`config.mk`:
```
export PLATFORM = sky130hd
export DESIGN_NAME = bip_control
export DESIGN_NICKNAME = d
export VERILOG_FILES = /design/src/rtl/bip_control.sv
export SDC_FILE = /design/constraint.sdc
export NUM_CORES = 1
export LEC_CHECK = 0
export ABC_AREA = 1
export CORE_MARGIN = 8
export CORE_UTILIZATION = 38
export CTS_CLUSTER_SIZE = 25
export DETAILED_ROUTE_END_ITERATION = 16
export GPL_TIMING_DRIVEN = 0
export PLACE_DENSITY_LB_ADDON = 0.15
export SYNTH_ARGS = -nofsm -noshare
export SYNTH_HDL_FRONTEND = slang
export SYNTH_SLANG_ARGS = --single-unit
```
`constraint.sdc`:
```
create_clock -name clk -period 3.5 [get_ports clk]
set_clock_uncertainty 0.2 [all_clocks]
set_input_delay 0.35 -clock clk [delete_from_list [all_inputs] [get_ports clk]]
set_output_delay 0.35 -clock clk [all_outputs]
set_load 0.01 [all_outputs]
```
`src/rtl/bip_control.sv`:
```
// bip_control: BIP fetch/execute control unit driving accumulator, ALU, data RAM strobes and PC
//
// Ports:
//   clk          single clock, all state on posedge
//   reset        synchronous active-high reset; also masks all strobes combinationally
//   start        begin execution from IDLE
//   instruction  program ROM data, valid one cycle after pcOut is presented
//   pcOut        registered program ROM address
//   operandExt   instruction[10:0] sign-extended to DATA_LENGTH
//   dataAddr     data RAM address = instruction[10:0]
//   selA         accumulator input select (0 RAM, 1 operandExt, 2 ALU)
//   selB         ALU operand B select (0 RAM, 1 operandExt)
//   op           ALU op (0 add, 1 sub)
//   wrAcc        accumulator enable
//   wrRam        data RAM write strobe
//   rdRam        data RAM read strobe
//   cycleCount   saturating FETCH/EXEC cycle counter (only with BIP_CYCLE_COUNT_EN)
//   halted       high in HALT
//
// Optional feature macro: BIP_CYCLE_COUNT_EN
module bip_control #(
    parameter int PC_LENGTH     = 11,
    parameter int DATA_LENGTH   = 16,
    parameter int OPCODE_LENGTH = 5,
    parameter int COUNT_LENGTH  = 32
) (
    input  logic                   clk,
    input  logic                   reset,
    input  logic                   start,
    input  logic [DATA_LENGTH-1:0] instruction,
    output logic [PC_LENGTH-1:0]   pcOut,
    output logic [DATA_LENGTH-1:0] operandExt,
    output logic [PC_LENGTH-1:0]   dataAddr,
    output logic [1:0]             selA,
    output logic                   selB,
    output logic                   op,
    output logic                   wrAcc,
    output logic                   wrRam,
    output logic                   rdRam,
`ifdef BIP_CYCLE_COUNT_EN
    output logic [COUNT_LENGTH-1:0] cycleCount,
`endif
    output logic                   halted
);
    localparam int OPND_LENGTH = DATA_LENGTH - OPCODE_LENGTH;
    localparam logic [OPCODE_LENGTH-1:0] OP_HLT  = OPCODE_LENGTH'(0);
    localparam logic [OPCODE_LENGTH-1:0] OP_STO  = OPCODE_LENGTH'(1);
    localparam logic [OPCODE_LENGTH-1:0] OP_LD   = OPCODE_LENGTH'(2);
    localparam logic [OPCODE_LENGTH-1:0] OP_LDI  = OPCODE_LENGTH'(3);
    localparam logic [OPCODE_LENGTH-1:0] OP_ADD  = OPCODE_LENGTH'(4);
    localparam logic [OPCODE_LENGTH-1:0] OP_ADDI = OPCODE_LENGTH'(5);
    localparam logic [OPCODE_LENGTH-1:0] OP_SUB  = OPCODE_LENGTH'(6);
    localparam logic [OPCODE_LENGTH-1:0] OP_SUBI = OPCODE_LENGTH'(7);

    typedef enum logic [1:0] {IDLE, FETCH, EXEC, HALT} state_t;

    state_t                   state_q;
    logic [PC_LENGTH-1:0]     pc_q;
    logic [PC_LENGTH-1:0]     pc_d;
    logic                     halted_q;
    logic [OPCODE_LENGTH-1:0] opcode;

    assign opcode     = instruction[DATA_LENGTH-1 -: OPCODE_LENGTH];
    assign operandExt = {{OPCODE_LENGTH{instruction[OPND_LENGTH-1]}}, instruction[OPND_LENGTH-1:0]};
    assign dataAddr   = instruction[PC_LENGTH-1:0];
    assign pc_d       = pc_q + PC_LENGTH'(1);
    assign pcOut      = pc_q;
    assign halted     = halted_q;

    always_ff @(posedge clk) begin
        if (reset) begin
            state_q  <= IDLE;
            pc_q     <= '0;
            halted_q <= 1'b0;
        end else begin
            case (state_q)
                IDLE:  state_q <= start ? FETCH : IDLE;
                FETCH: state_q <= EXEC;
                EXEC: begin
                    if (opcode == OP_HLT) begin
                        state_q  <= HALT;
                        halted_q <= 1'b1;
                    end else begin
                        state_q <= FETCH;
                        pc_q    <= pc_d;
                    end
                end
                default: state_q <= HALT;
            endcase
        end
    end

    // Strobes are decoded straight from the ROM word so the accumulator and RAM act on the closing edge of EXEC.
    always_comb begin
        wrAcc = 1'b0;
        wrRam = 1'b0;
        rdRam = 1'b0;
        selA  = 2'd0;
        selB  = 1'b0;
        op    = 1'b0;
        if (state_q == EXEC && !reset) begin
            case (opcode)
                OP_STO: wrRam = 1'b1;
                OP_LD: begin
                    rdRam = 1'b1;
                    wrAcc = 1'b1;
                end
                OP_LDI: begin
                    selA  = 2'd1;
                    wrAcc = 1'b1;
                end
                OP_ADD: begin
                    rdRam = 1'b1;
                    selA  = 2'd2;
                    wrAcc = 1'b1;
                end
                OP_ADDI: begin
                    selA  = 2'd2;
                    selB  = 1'b1;
                    wrAcc = 1'b1;
                end
                OP_SUB: begin
                    rdRam = 1'b1;
                    selA  = 2'd2;
                    op    = 1'b1;
                    wrAcc = 1'b1;
                end
                OP_SUBI: begin
                    selA  = 2'd2;
                    selB  = 1'b1;
                    op    = 1'b1;
                    wrAcc = 1'b1;
                end
                default: ;
            endcase
        end
    end

`ifdef BIP_CYCLE_COUNT_EN
    logic [COUNT_LENGTH-1:0] cnt_q;

    always_ff @(posedge clk) begin
        if (reset)
            cnt_q <= '0;
        else if ((state_q == FETCH || state_q == EXEC) && !(&cnt_q))
            cnt_q <= cnt_q + COUNT_LENGTH'(1);
    end

    assign cycleCount = cnt_q;
`endif
endmodule

```
==> summary.txt <==
Clock network
  • Max clock buf depth: 2
  • Clock sinks: 14
  • Post-CTS Setup Bufs: 0
  • Clock Latency Late Sink: 280 ps
  • Clock-pin slew on the worst setup and hold paths: 90 ps
  • H-tree levels: 1
  • PostCTS Resize Cnt: 0
  • Hold_buf cts: 0
  • Num CTS Buffers: 3
  • TritonCTS clock tree: built
  • Root Buffer: clkbuf_4

Yosys
  • Cell count after synthesis: 143
  • Avg Inst Size Synth: 6.74 um^2
  • YS warnings: 0
  • Unique masters post-synth: 20
  • Synthesized area: 963 um^2
  • Sequential share of the synthesized area: approximately 29%
  • FF+latch count, synth: 14
  • Syn nets: 163

Worst setup path
  • Worst Setup End Kind: output port
  • Crit start category: input port
  • Reg2reg start: pcOut[1]
  • CP max FO: 7
  • R2R Path End: pcOut[6]
  • Setup CP Type: in -> out
  • R2R depth: 6
  • CP Data Required Time: between 2000 and 3000 ps
  • Register-to-register setup slack: roughly 2000 ps
  • Crit path DAT: between 1500 and 2000 ps

Detailed routing
  • Vias: around 1.0k
  • Initial DRC Count: 21
  • Post-Route WL: 2670 um
  • DR WL/cell: 11.6 um
  • Total iterations of the first detailed-routing run: 4
  • Via density: 4.51
  • Routed Antenna Nets: 0
  • DRC: 0

Hold path
  • Class of the worst hold path: reg -> reg
  • Hold path endpoint: state_q[1]
  • Hold path depth: 2
  • Hold path startpoint: state_q[1]

Global routing
  • Largest net degree at the start of global routing: 11
  • Total gr overflow: 0
  • First-pass GRT wire length: ~4200 um
  • Initial antenna violation count: 0
  • Tot GR Track Use: 11.7%
  • Vias in the first global route: 929

Cells and area
  • # nets final: approximately 220
  • Area growth, synth to finish: 62.7%
  • Fraction of layout cells with a size suffix above 1: 19.5%
  • FILL cells: 220
  • # diodes: 0
  • Fin cells: 230

Power
  • VDD IR-drop max: 0.270 mV
  • Leak: between 0.6 and 0.7 nW
  • Power per Cell Area: 244 nW/um^2

Timing
  • Slew Limit Fails: 0
  • Period utilization: a little under three quarters
  • Fin. Hold Viols: 0
  • RSZ-0062 raised after global routing: no
  • Slew headroom: 83.7%
  • Actual slew at the worst max-slew pin: 244 ps
  • Fmax: 399 MHz
  • Crit path time final: around 2500 ps
  • TNS Setup: 0 ps
  • Count of final setup violators: 0

Floorplanning
  • Site Rows: 18
  • DIE HEIGHT: roughly 66 um
  • Core Area: roughly 2400 um^2
  • Initial Util: 39.6%
  • # IOs: 65
  • Die width: approximately 66 um
  • Die ar.: between 4000 and 5000 um^2

Run
  • Max_cap viols: 0

Placed design
  • DP Wirelength: 2230 um
  • Gpl congestion: 0.835
  • Post-Place Cells: 226
  • Port Buffer Count: 53

Outcome
  • Status: finished, final reports clean
-- metal layers --
layer / GRT usage (%) / vias to the layer above / part of all wire [%]
met5: 0 / - / 0
met3: 4.07 / 4 / 11
met2: 22.7 / 44 / 51
met4: 3.47 / 0 / 1.6
li1: - / 538 / -
met1: 11.1 / 452 / 35
-- cell usage in the layout, fill, tap and decap left out, drive strengths merged --
cell           Yosys  routed
xnor2              1       1
ha                 1       1
dfxtp             14      14
nor3               4       4
o21ai              6       6
nand4              4       4
nor2              25      25
nand2             27      27
inv               16      16
a21oi             11      11
clkbuf             0       4
buf               27      27
xor2               1       1
nand3              6       6
clkdlybuf4s50      0      53
-- power by group --
group          total (mW)  internal, mW  leakage (nW)  switching, mW
Clock               0.120        0.0634        0.0210         0.0571
Combinational      0.0975        0.0606         0.508         0.0369
Sequential          0.164         0.162         0.113        0.00225
Total               0.382         0.286         0.643         0.0963
-- logic make-up (layout without fill, tap and decap cells) --
family / count (synthesis) / count (layout) / synth area share (%)
and+or+nand+nor: 66 / 66 / 31.7
adders and majority gates: 1 / 1 / 1.30
DFF: 14 / 14 / 29.1
AOI/OAI and AO/OA: 17 / 17 / 8.83
buffers and inverters: 43 / 100 / 27.3
xor gates and xnor gates: 2 / 2 / 1.82
-- through the flow --
step           utilization, %  power [mW]  instance area, um^2  setup slack (ps)  hold WS (ps)
3_3_place_gp             63.0       0.264                 1530              1020           251
3_5_place_dp             63.0       0.267                 1530               973           261
6_report                 64.5       0.382                 1570               993           272
5_1_grt                  64.5       0.395                 1570               844           318
4_1_cts                  64.5       0.385                 1570               977           275
2_1_floorplan               -       0.217                  963              2010           219
-- registers in the layout, summed over array words and instances (netlist names) --
register  flops
halted        1
pcOut        11
state_q       2
-- Yosys cell counts --
master,count,area (um^2)
nand2_1,25,93.8
o21ai_0,5,25.0
a21oi_1,11,55.1
inv_2,1,3.75
buf_4,27,203
o21ai_1,1,5.00
xor2_1,1,8.76
nor2_2,2,12.5
dfxtp_1,14,280
nand2_4,1,11.3
nor2_1,21,78.8
nor3_1,4,20.0
nand4_1,4,25.0
xnor2_1,1,8.76
nand2_2,1,6.26
nand3_1,5,25.0
ha_1,1,12.5
inv_1,15,56.3
nor2_4,2,22.5
nand3_2,1,10.0
-- how the worst max path moves through the flow --
stage	depth (start not counted)	start	slack [ps]	to
6_report	5	reset	990	wrRam
3_5_place_dp	5	reset	970	wrRam
4_1_cts	5	reset	980	wrRam
3_3_place_gp	5	reset	1020	selB
2_1_floorplan	4	state_q[1]	2010	op
5_1_grt	5	reset	840	wrRam
-- layout make-up --
cell class                      instances  area (um^2)  area share, %
Inverter                               16         60.1           3.83
Timing Repair Buffer                   53          531           33.8
Tap cell                               30         37.5           2.39
Buffer                                 27          203           12.9
Clock buffer                            4         36.3           2.31
Multi-Input combinational cell         86          420           26.8
Sequential cell                        14          280           17.9
-- critical path, stage by stage --
cell and delay [ps]:
clkdlybuf4s50_1 520, nor2_1 170, nand2_1 150, nor3_1 180, clkdlybuf4s50_1 580
(Power assumes the default switching activity.)
